## config.mk

```make
export PLATFORM = sky130hd
export DESIGN_NAME = lsu_aligned
export DESIGN_NICKNAME = d
export VERILOG_FILES = /design/src/rtl/lsu_aligned.sv
export SDC_FILE = /design/constraint.sdc
export NUM_CORES = 1
export LEC_CHECK = 0
export CORE_MARGIN = 3
export CORE_UTILIZATION = 40
export DETAILED_ROUTE_END_ITERATION = 8
export HOLD_SLACK_MARGIN = 0.1
export PLACE_DENSITY = 0.83
export SETUP_SLACK_MARGIN = 0.3
export SLEW_MARGIN = 20
export SYNTH_ARGS = -nofsm -noshare
export SYNTH_HDL_FRONTEND = slang
export SYNTH_SLANG_ARGS = --single-unit
```

## constraint.sdc

```tcl
create_clock -name clk -period 4.2 [get_ports clk]
set_clock_uncertainty 0.2 [all_clocks]
set_input_delay 0.84 -clock clk [delete_from_list [all_inputs] [get_ports clk]]
set_output_delay 0.84 -clock clk [all_outputs]
set_load 0.03 [all_outputs]
```

## src/rtl/lsu_aligned.sv

```systemverilog
// lsu_aligned: single-outstanding load/store unit with byte/half/word lane steering.
// Optional feature: define LSU_MISALIGN_TRAP_EN to fault misaligned and illegal-size
// accesses; otherwise offsets are forced aligned and o_fault stays 0.
module lsu_aligned #(
    parameter int MEM_LAT = 1
) (
    input  logic        clk,
    input  logic        rst,
    input  logic        i_req_valid,
    output logic        o_req_ready,
    input  logic [31:0] i_addr,
    input  logic [31:0] i_wdata,
    input  logic        i_we,
    input  logic [1:0]  i_size,
    input  logic        i_sign_ext,
    output logic        o_resp_valid,
    output logic [31:0] o_rdata,
    output logic        o_fault,
    output logic        o_mem_req,
    output logic [29:0] o_mem_addr,
    output logic [31:0] o_mem_wdata,
    output logic        o_mem_we,
    output logic [3:0]  o_mem_mask,
    input  logic [31:0] i_mem_data
);
    typedef enum logic [1:0] {IDLE, ISSUE, WAIT, RESP} state_t;

    state_t      state;
    logic [1:0]  off;
    logic [1:0]  size;
    logic        sign_ext;
    logic        we;
    logic [2:0]  cnt;
    logic [1:0]  in_off;
    logic [3:0]  in_mask;
    logic [31:0] in_wdata;
    logic [7:0]  ld_b;
    logic [15:0] ld_h;
    logic [31:0] ld_data;
`ifdef LSU_MISALIGN_TRAP_EN
    logic        in_fault;
    logic        pend;
`endif

    assign o_req_ready = state == IDLE;

    // Effective lane offset, mask and lane-replicated store data for an incoming request
    always_comb begin
`ifdef LSU_MISALIGN_TRAP_EN
        in_off   = i_addr[1:0];
        in_fault = (i_size == 2'b01 && i_addr[0]) || (i_size == 2'b10 && i_addr[1:0] != 2'b00) || i_size == 2'b11;
`else
        in_off   = i_size == 2'b01 ? {i_addr[1], 1'b0} : i_size[1] ? 2'b00 : i_addr[1:0];
`endif
        in_mask  = i_size == 2'b00 ? 4'b0001 << in_off : i_size == 2'b01 ? 4'b0011 << in_off : 4'b1111;
        in_wdata = i_size == 2'b00 ? {4{i_wdata[7:0]}} : i_size == 2'b01 ? {2{i_wdata[15:0]}} : i_wdata;
    end

    // Load lane extraction and extension from the returning memory word
    always_comb begin
        ld_b    = i_mem_data[{off, 3'b000} +: 8];
        ld_h    = off[1] ? i_mem_data[31:16] : i_mem_data[15:0];
        ld_data = size == 2'b00 ? {{24{sign_ext & ld_b[7]}}, ld_b}
                : size == 2'b01 ? {{16{sign_ext & ld_h[15]}}, ld_h}
                : i_mem_data;
    end

    // Request FSM with registered memory and response outputs
    always_ff @(posedge clk or posedge rst) begin
        if (rst) begin
            state        <= IDLE;
            off          <= '0;
            size         <= '0;
            sign_ext     <= 1'b0;
            we           <= 1'b0;
            cnt          <= '0;
            o_resp_valid <= 1'b0;
            o_rdata      <= '0;
            o_fault      <= 1'b0;
            o_mem_req    <= 1'b0;
            o_mem_addr   <= '0;
            o_mem_wdata  <= '0;
            o_mem_we     <= 1'b0;
            o_mem_mask   <= '0;
`ifdef LSU_MISALIGN_TRAP_EN
            pend         <= 1'b0;
`endif
        end else begin
            case (state)
                IDLE: begin
                    if (i_req_valid) begin
                        off         <= in_off;
                        size        <= i_size;
                        sign_ext    <= i_sign_ext;
                        we          <= i_we;
                        o_mem_addr  <= i_addr[31:2];
                        o_mem_wdata <= in_wdata;
`ifdef LSU_MISALIGN_TRAP_EN
                        if (in_fault) begin
                            state <= RESP;
                            pend  <= 1'b1;
                        end else begin
                            state      <= ISSUE;
                            o_mem_req  <= 1'b1;
                            o_mem_we   <= i_we;
                            o_mem_mask <= in_mask;
                        end
`else
                        state      <= ISSUE;
                        o_mem_req  <= 1'b1;
                        o_mem_we   <= i_we;
                        o_mem_mask <= in_mask;
`endif
                    end
                end
                ISSUE: begin
                    o_mem_req  <= 1'b0;
                    o_mem_we   <= 1'b0;
                    o_mem_mask <= '0;
                    cnt        <= 3'(MEM_LAT - 1);
                    if (we) begin
                        state        <= RESP;
                        o_resp_valid <= 1'b1;
                        o_rdata      <= '0;
                        o_fault      <= 1'b0;
                    end else begin
                        state <= WAIT;
                    end
                end
                WAIT: begin
                    if (cnt == 3'd0) begin
                        state        <= RESP;
                        o_resp_valid <= 1'b1;
                        o_rdata      <= ld_data;
                        o_fault      <= 1'b0;
                    end else begin
                        cnt <= cnt - 3'd1;
                    end
                end
                RESP: begin
`ifdef LSU_MISALIGN_TRAP_EN
                    // A fault spends one silent RESP cycle so its pulse lands at the same point as a store's
                    if (pend) begin
                        pend         <= 1'b0;
                        o_resp_valid <= 1'b1;
                        o_rdata      <= '0;
                        o_fault      <= 1'b1;
                    end else begin
                        o_resp_valid <= 1'b0;
                        state        <= IDLE;
                    end
`else
                    o_resp_valid <= 1'b0;
                    state        <= IDLE;
`endif
                end
                default: state <= IDLE;
            endcase
        end
    end
endmodule

```

==> metrics.cfg <==
[logic_synthesis]
async_reset_ff_frac=1.000
syn_nets=707
synthFlopType=dfrtp_1
yosysTopAreaCellShare=0.5157
ys_ff_latch=112
ys_seq_area_frac=0.5157
avgSynthCellArea_um2=9.166
synth.area.top_cells=dfrtp_1 (52%), nand2_1 (13%), o21ai_0 (5.0%)
synth_edf_count=0
synthesis.instances=593
synthDistinctLibCells=41
synth_area_um2=5435
yosys_warnings=0
yosysTopAreaCell=dfrtp_1

[drt]
drtPass1Iterations=4
drc=0
ant_nets=0
drt-total-wl_mm=15.89
drt-initial-drc-count=326
wire_per_inst_um=16.57
vias=4850
vias_per_cell=5.057

[global_routing]
track_usage=0.2154
antenna_found_initial=0
grt_pass1_vias=4904
gr-total-overflow=0
grt_first_pass_wirelength_mm=25.15
grt_max_degree=73

[final_layout]
fin_cells=959
nets=897
finish.instance_area_um2=7905
antenna_cells=0
syn2layout_area_growth_pct=45.44
drive_above_1_share=0.07243

[sta]
fin_crit_sh=0.7256
hold_viol=0
fin_tns_setup_ps=0
rsz0062_at_grt=false
fin_ws_ps=1153
slew_headroom=0.3693
fmax_mhz=328.1
setup_viol=0
final-max-slew-violation-count=0
min_period_ps=3047
worst_pin_slew_ps=946.0

[job]
drv_cap=0

[clock_tree]
cts-hold-fix-buffers=0
cts_root_buffer=clkbuf_16
cts_resized=0
cts_tree=built
post-cts-setup-buffers=0
cts.sinks=112
htreeDepth=3
clock_latency_ps=350
clk_pin_slew_worst_paths_ps=70
cts_made_buffers=9
clock_path_buffers=2

[placed_design]
io_buffers=204
dp_hpwl_mm=11.82
gp_congestion=0.8363
dp_slack_ps=1282
dp.cells=944
dpl-instance-area_um2=7616

[critical_path]
crit_fanout=7
start_kind=flop
r2r_slack_ps=1700
crit_family=buffers and inverters
worstPathArrival_ps=2010
crit_type=reg2out
required_ps=3160
critical_path.cell_chain=inv_1 -> ha_1 -> clkdlybuf4s50_1
r2r-end=o_mem_mask[0]
timing.rr.start=state[0]
cp_slowest_cell=clkdlybuf4s50_1
critPathMaxStageDelay_ps=750
reg2regPathDepth=5
cp-end-kind=output pin
crit_buf_inv=2

[min_path]
min_to=o_mem_addr[6]
min_path_cells=2
holdCritStartpoint=o_mem_addr[6]
holdCritPathClass=reg2reg

[outcome]
status=completed

[power_and_ir_drop]
p_per_area_nw_per_um2=757.8
netSwitchingFraction=0.4413
pwr-share-comb=0.548
ir_drop_uv=425.1
fin_total_pwr_mw=5.990
leakagePower_nw=3.562
seqPwrFrac=0.309
intPower_mw=3.347
clkPwrFrac=0.143
switchingPower_mw=2.644

[floorplan]
die_w_um=122.6
core_area_um2=12930
die_height_um=122.6
rows=41
start_util=0.4204
fp.dieArea_um2=15020
io_pins=206

state kept, by name, indices dropped and copies added, names as in the netlist, 2 cells and up:
signal,flops
o_mem_wdata,32
o_mem_addr,30
size,2
state,2
o_mem_mask,4
cnt,3
off,2
o_rdata,32
cell type report:
type,count,area [µm²]
fillers,1129,5022
repair buffers,214,2130
clock inverters,3,42.54
clock buffers,12,246.5
well taps,172,215.2
flip-flops and latches,112,2803
multi-input cells,434,2420
inverters,12,48.80
cell usage in the layout (no fill, tap or decap), types with 3 or more instances in the layout:
cell | netlist | final
buf_4 | 2 | 9
mux2i_1 | 26 | 26
a211oi_1 | 14 | 14
nand3_1 | 4 | 4
and2_1 | 15 | 14
ha_1 | 11 | 11
dfrtp_1 | 112 | 112
o22ai_1 | 8 | 8
a21oi_1 | 10 | 10
mux2_2 | 16 | 16
nand2b_1 | 4 | 4
nor2b_1 | 3 | 3
clkbuf_16 | 0 | 9
nor2_1 | 37 | 37
inv_1 | 11 | 10
o21ai_2 | 10 | 10
o31ai_1 | 7 | 7
clkdlybuf4s50_1 | 0 | 204
o21ai_0 | 54 | 54
nand2_1 | 194 | 193
synth_stat cells, drive strengths merged (2+ instances only):
cell       n
nor3b      2
a211oi    14
o31ai      7
mux2i     26
nand2    194
nand2b     4
dfrtp    112
o2bb2ai    2
mux2      16
a21oi     10
o22ai      8
clkbuf    21
o211ai     2
and2      15
o21ai     64
ha        11
nor2b      3
nand3      4
buf       14
a22oi      2
inv       11
nor2      38
power groups by stage:
stage	Combinational (mW)	Sequential [mW]	Clock (mW)
detailed placement	3.30	1.87	0
floorplan	1.18	2.68	0
finish	3.28	1.85	0.854
global placement	3.25	1.86	0
global route	3.54	1.92	0.911
CTS	3.31	1.86	0.873
tightest hold or removal path, cell delays in order (launching register included):
cell and delay (ps):
dfrtp_1 340, nand2_1 50, nand2_1 50
layer usage:
metal,track usage,vias up,share of wire
met3,0.07788,19,0.099
met5,0,-,0
met1,0.2631,2295,0.41
met2,0.3555,180,0.47
li1,-,2356,-
met4,0.06998,0,0.017
worst max path at each step:
stage                     slack, ps       endpoint   startpoint  cells after the start
after CTS                      1120    o_req_ready     state[0]                      3
after global placement         1360  o_mem_mask[2]  i_req_valid                      6
final                          1150    o_req_ready     state[0]                      3
after detailed placement       1280  o_mem_mask[3]    i_size[1]                      8
after floorplan                1600  o_mem_mask[3]    i_size[1]                      9
after global routing           1040    o_req_ready     state[0]                      3
through the flow:
step,hold WS [ps],util
floorplan,259.3,-
global placement,256.5,0.5891
detailed placement,261.1,0.5891
CTS,278.2,0.6115
global route,293.9,0.6115
finish,273.9,0.6115
logic make-up (layout without fill, tap and decap cells):
kind of cell,count (synthesis),after routing,share of synthesized area
AND/OR/NAND/NOR,265,265,0.2019
adder cells (fa/ha/maj),11,11,0.02532
other,1,1,0.0006899
buffers and inverters,47,241,0.04098
multiplexers,42,42,0.08103
AO/OA/AOI/OAI,115,115,0.1344
flip-flops,112,112,0.5157
Note: power is estimated with default switching activity, not from simulation.
